--- src/rtl/msg_queue_narrow.sv ---
// msg_queue_narrow
//   Buffer that sits after the 3-way narrow message joiner. It stores
//   {source tag, message} pairs in a small FIFO and presents the oldest one
//   to the next consumer. The all-ones message value means "no message" on
//   both the input and the output. It also reports the current occupancy and
//   a resettable high-water mark.
//
// Ports
//   clk          clock, rising edge
//   rst          asynchronous reset, active high
//   msgin        message offered by the joiner (all ones = nothing offered)
//   msgin_src    joiner source tag, stored exactly as given
//   msgin_ack    accept strobe back to the joiner (combinational)
//   msgout       head message (all ones when the queue is empty)
//   msgout_src   source tag of the head entry (0 when the queue is empty)
//   msgout_ack   downstream consumes the head entry this cycle
//   count        current occupancy, 0..DEPTH
//   hiwater      highest occupancy seen since reset or the last clear
//   hiwater_clr  synchronous clear: hiwater is loaded with the next count
module msg_queue_narrow #(
  parameter int WBUFS = 6,
  parameter int AW    = 2
) (
  input  logic             clk,
  input  logic             rst,
  input  logic [WBUFS-1:0] msgin,
  input  logic [1:0]       msgin_src,
  output logic             msgin_ack,
  output logic [WBUFS-1:0] msgout,
  output logic [1:0]       msgout_src,
  input  logic             msgout_ack,
  output logic [AW:0]      count,
  output logic [AW:0]      hiwater,
  input  logic             hiwater_clr
);

  localparam int               DEPTH    = 1 << AW;
  localparam logic [AW:0]      FULL_CNT = DEPTH[AW:0];
  localparam logic [WBUFS-1:0] NOTLEGAL = '1;

  logic [WBUFS+1:0] mem [DEPTH];
  logic [AW-1:0]    wptr;
  logic [AW-1:0]    rptr;
  logic [AW:0]      next_count;
  logic             full;
  logic             empty;
  logic             push;
  logic             pop;

  // Full and empty come from the registered count, never from comparing the
  // pointers. That keeps msgin_ack free of any path from msgout_ack: a full
  // queue refuses input even in a cycle where the head is being consumed.
  assign full  = (count == FULL_CNT);
  assign empty = (count == '0);

  // Gating with rst keeps the ack low, and the memory from being written,
  // for as long as reset is held.
  assign push = (msgin != NOTLEGAL) && !full && !rst;
  assign pop  = !empty && msgout_ack;

  assign msgin_ack = push;

  // The head is read straight from storage. A new entry only shows up here
  // after the edge that writes it, so an empty queue never flows through.
  always_comb begin
    msgout     = NOTLEGAL;
    msgout_src = 2'd0;
    if (!empty) begin
      {msgout_src, msgout} = mem[rptr];
    end
  end

  always_comb begin
    next_count = count;
    if (push && !pop) begin
      next_count = count + 1'b1;
    end else if (pop && !push) begin
      next_count = count - 1'b1;
    end
  end

  // Storage has no reset. After reset, entries are invisible because the
  // count is zero.
  always_ff @(posedge clk) begin
    if (push) begin
      mem[wptr] <= {msgin_src, msgin};
    end
  end

  always_ff @(posedge clk or posedge rst) begin
    if (rst) begin
      wptr    <= '0;
      rptr    <= '0;
      count   <= '0;
      hiwater <= '0;
    end else begin
      if (push) begin
        wptr <= wptr + 1'b1;
      end
      if (pop) begin
        rptr <= rptr + 1'b1;
      end
      count <= next_count;
      // A clear has priority and loads the next count rather than zero, so
      // the mark is immediately consistent with what is actually queued.
      if (hiwater_clr || (next_count > hiwater)) begin
        hiwater <= next_count;
      end
    end
  end

endmodule

--- config.mk ---
export PLATFORM = sky130hd
export DESIGN_NAME = msg_queue_narrow
export DESIGN_NICKNAME = d
export VERILOG_FILES = /design/src/rtl/msg_queue_narrow.sv
export SDC_FILE = /design/constraint.sdc
export NUM_CORES = 1
export LEC_CHECK = 0
export ABC_AREA = 1
export BUFFER_PORTS_ARGS = -buffer_cell sky130_fd_sc_hd__buf_2
export CORE_MARGIN = 4
export CORE_UTILIZATION = 45
export CTS_BUF_LIST = sky130_fd_sc_hd__clkbuf_16
export CTS_CLUSTER_SIZE = 24
export DETAILED_ROUTE_END_ITERATION = 16
export GPL_TIMING_DRIVEN = 0
export PLACE_DENSITY_LB_ADDON = 0.25
export SETUP_SLACK_MARGIN = 0.2
export SLEW_MARGIN = 20
export SYNTH_ARGS = -nofsm -noshare
export SYNTH_HDL_FRONTEND = slang
export SYNTH_SLANG_ARGS = --single-unit
--- constraint.sdc ---
create_clock -name clk -period 2.99 [get_ports clk]
set_input_delay 0.598 -clock clk [delete_from_list [all_inputs] [get_ports clk]]
set_output_delay 0.598 -clock clk [all_outputs]
set_load 0.1 [all_outputs]
## Yosys cells after proc, flatten, opt, wreduce, memory -nomap -nowiden

Memory sizes are Yosys's and may differ from the RTL's.
Cells that the tools add are included.
Widths: inputs -> output; s select.

| storage, ports and cells | value |
|---|---|
| input port bits | 12 |
| memories | 1 |
| bits in registers | 10 |
| logic and storage cells | 30 |
| output and inout port bits | 15 |
| bits in writable memories | 32 |

| cells by class | value |
|---|---|
| equal/unequal tests | 2 |
| reductions and logical operators | 12 |
| add/sub/neg operators | 4 |
| $lt $le $gt $ge | 1 |
| mux-type cells | 6 |

Memories:

| name | depth | bits a word | read ports | clocked after memory_dff | wr ports | line | source |
|---|---|---|---|---|---|---|---|
| mem | 4 | 8 | 1 | 0 | 1 | 41 | `logic [WBUFS+1:0] mem [DEPTH];` |

Operator list:

| kind | number |
|---|---|
| $mux 3 | 2 |
| $mux 6 | 1 |
| $ne 6x6->1 const B | 1 |
| $logic_and 1x1->1 | 5 |
| $logic_not 1->1 | 5 |
| $add 2x1->2 const B | 2 |
| $add 3x1->3 const B | 1 |
| $eq 3x3->1 const B | 1 |
| $gt 3x3->1 | 1 |
| $logic_not 3->1 | 1 |
| $sub 3x1->3 const B | 1 |
| $mux 1 | 2 |
| $mux 2 | 1 |
| $logic_or 1x1->1 | 1 |

## Logic depth before layout (Yosys ltp)

| depth | value |
|---|---|
| depth in word-level cells | 10 |
| mapped depth | 17 |
| gate-level depth less buffers | 17 |

## Worst setup path after synthesis

No wires, ideal clock.

| path | value |
|---|---|
| path type | register to output |
| from | register rptr[0] |
| to | output port msgout[0] |
| arrival time | 4.251 ns |
| setup slack | -1.859 ns |
| buffers on the path | 2 |
| required time | 2.392 ns |
| cell stages (with the launch flop) | 6 |
| path through | dfrtp_1 buf_2 inv_2 buf_4 nor2_1 o311ai_0 |

| between the ends | value |
|---|---|
| cells in the longest elaborated chain, start to end | 2 |

Ends and longest elaborated chain:

| what | line | source |
|---|---|---|
| from (decl) | 43 | `logic [AW-1:0] rptr;` |
| from (signal assigned) | 101 | `rptr <= rptr + 1'b1;` |
| $mem_v2 4x8 | n/a |  |
| $mux 6 | 68 | `if (!empty) begin` |
| to (decl) | 29 | `output logic [WBUFS-1:0] msgout,` |

Every way passes these cells.

## Final worst setup path

| path | value |
|---|---|
| from | register rptr[0] |
| to | output port msgout[3] |

The elaborated chain is that of the path after synthesis.

==> metrics.md <==
| Metric | Value |
|---|---|
| CTS resizes | `0` |
| CTS buffer count | `5` |
| GRT met1 Usage | `22.10%` |
| Top-count cell post-synth | `nor2_1` |
| First-pass GRT wire length | `~6500 um` |
| Initial drt markers | `104` |
| Mapped Nets | `around 200` |
| Nets@finish | `235` |
| Final antenna-violating net count | `0` |
| Crit path time final | `2595 ps` |
| Post-synth EDFFs | `32` |
| Drc violations | `0` |
| Synth Warn # | `0` |
| Crit path capture type | `output port` |
| Die span in y | `73.84 um` |
| Layout Cells excl Fill | `around 260` |
| Inst Count DP | `roughly 260` |
| Layout cells sized above 1 | `30.05%` |
| Status | `finished clean` |
| Largest net degree at the start of global routing | `13` |
| Hold Buf Count CTS | `0` |
| R2R Path Start | `count[1]` |
| Netlist cell types | `22` |
| Final number of setup-violating endpoints | `0` |
| Final Skew | `about 2.1 ps` |
| Synth async-reset ratio | `a little under a quarter` |
| Max Cap Violations | `0` |
| Port Buf Inserts | `26` |
| Global route total overflow | `0` |
| Worst Reg2Reg Path Length in Cells | `17` |
| Gr busiest metal | `met2` |
| Row cnt | `23` |
| RSZ-0062 raised after global routing | `no` |
| DRT Pass-1 Iters | `4` |
| Clock slew at reported path FFs | `60 ps` |
| FMAX | `385.3 MHz` |
| Worst setup path class | `reg -> out` |
| Mapped Area | `just under 2000 um2` |
| Vias in the first global route | `between 1000 and 1500` |
| Fin util | `between 50 and 60%` |
| Worst min path class | `in -> async` |
| Register area share after synthesis | `62.09%` |
| Die ar. | `around 5500 um2` |
| Synth Flop Type | `edfxtp_1` |
| Synth area leaders | `edfxtp_1 (49%), dfrtp_1 (13%), nor2_1 (7.7%)` |
| Overall die width | `between 70 and 80 um` |
| CP Max Fanout | `10` |
| Synth cell count leaders | `nor2_1 (40), edfxtp_1 (32), nand2_1 (21)` |
| Clk buf depth | `2` |
| Worst-Margin Slew | `855.2 ps` |
| Crit path arrival time | `2000 ps` |
| Final Cycle Share | `86.80%` |
| Post-synth top area cell | `edfxtp_1` |
| Layout area overhead | `21.94%` |
| Slew Limit Fails | `0` |
| Post-DR vias/cell | `5.042` |
| Final Hold Viols | `0` |
| Routed len/inst | `14.85 um` |
| Rel. slew slack | `42.78%` |
| H-tree depth | `2` |
| Critical path data required time | `2390 ps` |
| Initial antenna violation count | `0` |
| Root Driver | `clkbuf_16` |
| Final wirelength | `~3900 um` |
| CTS tree | `built` |
| Syn Inst Count | `180` |
| R2r setup slk | `just over 600 ps` |
| Core area | `4086 um2` |
| Syn_area_per_cell | `10.84 um2` |
| CTS sink count | `42` |
| Number of inserted diodes | `0` |
| DP HPWL | `2632 um` |
| Met2 usage | `25.79%` |
| Share of the synthesized area in the top cell type | `about half` |
| Worst r2r dst | `hiwater[0]` |
| Worst skew pair latency | `280 ps` |
| Startpoint Class | `flop` |
| Seq cells post-synth | `42` |
| GRT Total Usage | `approximately 16%` |
| Met3 Use GR | `4.788%` |
| I/O pins | `27` |
| Postcts setup bufs | `0` |
| Starting Density | `47.73%` |
| Detailed-route via count | `1326` |
| Placer congestion estimate | `0.7631` |
[per-layer routing]
layer	part of all wire, %	vias up
li1	-	666
met1	46	630
met2	48	25
met3	4.2	5
met4	1.3	0
met5	0	-
[layout make-up]
type / instances / area [um2]
Multi-Input combinational cell: 112 / 691.9
Fill cell: 366 / 1708
Inverter: 22 / 92.59
Sequential cell: 42 / 1220
Clock buffer: 5 / 125.1
Tap cell: 50 / 62.56
Clock inverter: 2 / 33.78
Timing Repair Buffer: 26 / 130.1
Buffer: 4 / 22.52
[cells by family after synthesis]
| logic type | Yosys count | share of synthesized area (%) |
|---|---|---|
| AOI/OAI and AO/OA | 25 | 8.275 |
| xor gates and xnor gates | 4 | 1.796 |
| adders and majority gates | 10 | 6.414 |
| buffers and inverters | 26 | 5.452 |
| DFF | 42 | 62.09 |
| and+or+nand+nor | 73 | 15.97 |
[flip-flops by register name, indices dropped and copies added, names as in the netlist]
name     count
rptr         2
hiwater      3
mem         32
count        3
wptr         2
[metrics by stage]
stage | setup TNS [ps] | area, um2 | setup WS (ps) | hold slack, ps
finish | 0 | 2379 | 394.8 | 315.2
global route | 0 | 2379 | 284.7 | 350.3
CTS | 0 | 2379 | 383.8 | 324.9
detailed placement | 0 | 2220 | 502.5 | 491.2
global placement | 0 | 2220 | 550.8 | 485.1
floorplan | -2570 | 2027 | -679.2 | 438.2
[worst max path at each step]
stage	start	cells after the start	slack, ps	end
4_1_cts	rptr[0]	6	380	msgout[3]
3_3_place_gp	msgin[4]	17	550	hiwater[0]
5_1_grt	rptr[0]	6	280	msgout[3]
2_1_floorplan	rptr[0]	5	-680	msgout[2]
3_5_place_dp	msgin[4]	17	500	hiwater[0]
6_report	rptr[0]	6	390	msgout[3]
[worst max-delay path, cell delays in order, from the launching register on]
cell      delay (ps)
dfrtp_1          350
buf_2            190
inv_2            150
buf_4            210
nor2_1            60
o311ai_1         280
buf_2            490
[cell usage in the layout, fill, tap and decap left out, types with 2 or more instances in the layout]
cell / instances
ha_1: 9
inv_1: 15
o311ai_2: 2
dfrtp_1: 7
nand3_1: 4
nand3_2: 2
xnor2_1: 2
edfxtp_1: 32
nor2_1: 40
dfrtp_4: 2
buf_2: 29
nand2_2: 4
a21oi_2: 2
clkbuf_16: 5
o21ai_2: 2
nand2_1: 20
xor2_1: 2
inv_4: 2
inv_2: 3
o21ai_0: 11
o311ai_1: 4
nand2_4: 3
Power is left out: the tool's default activity adds up to more than one toggle a clock period on the data nets, which glitch-free logic cannot reach.
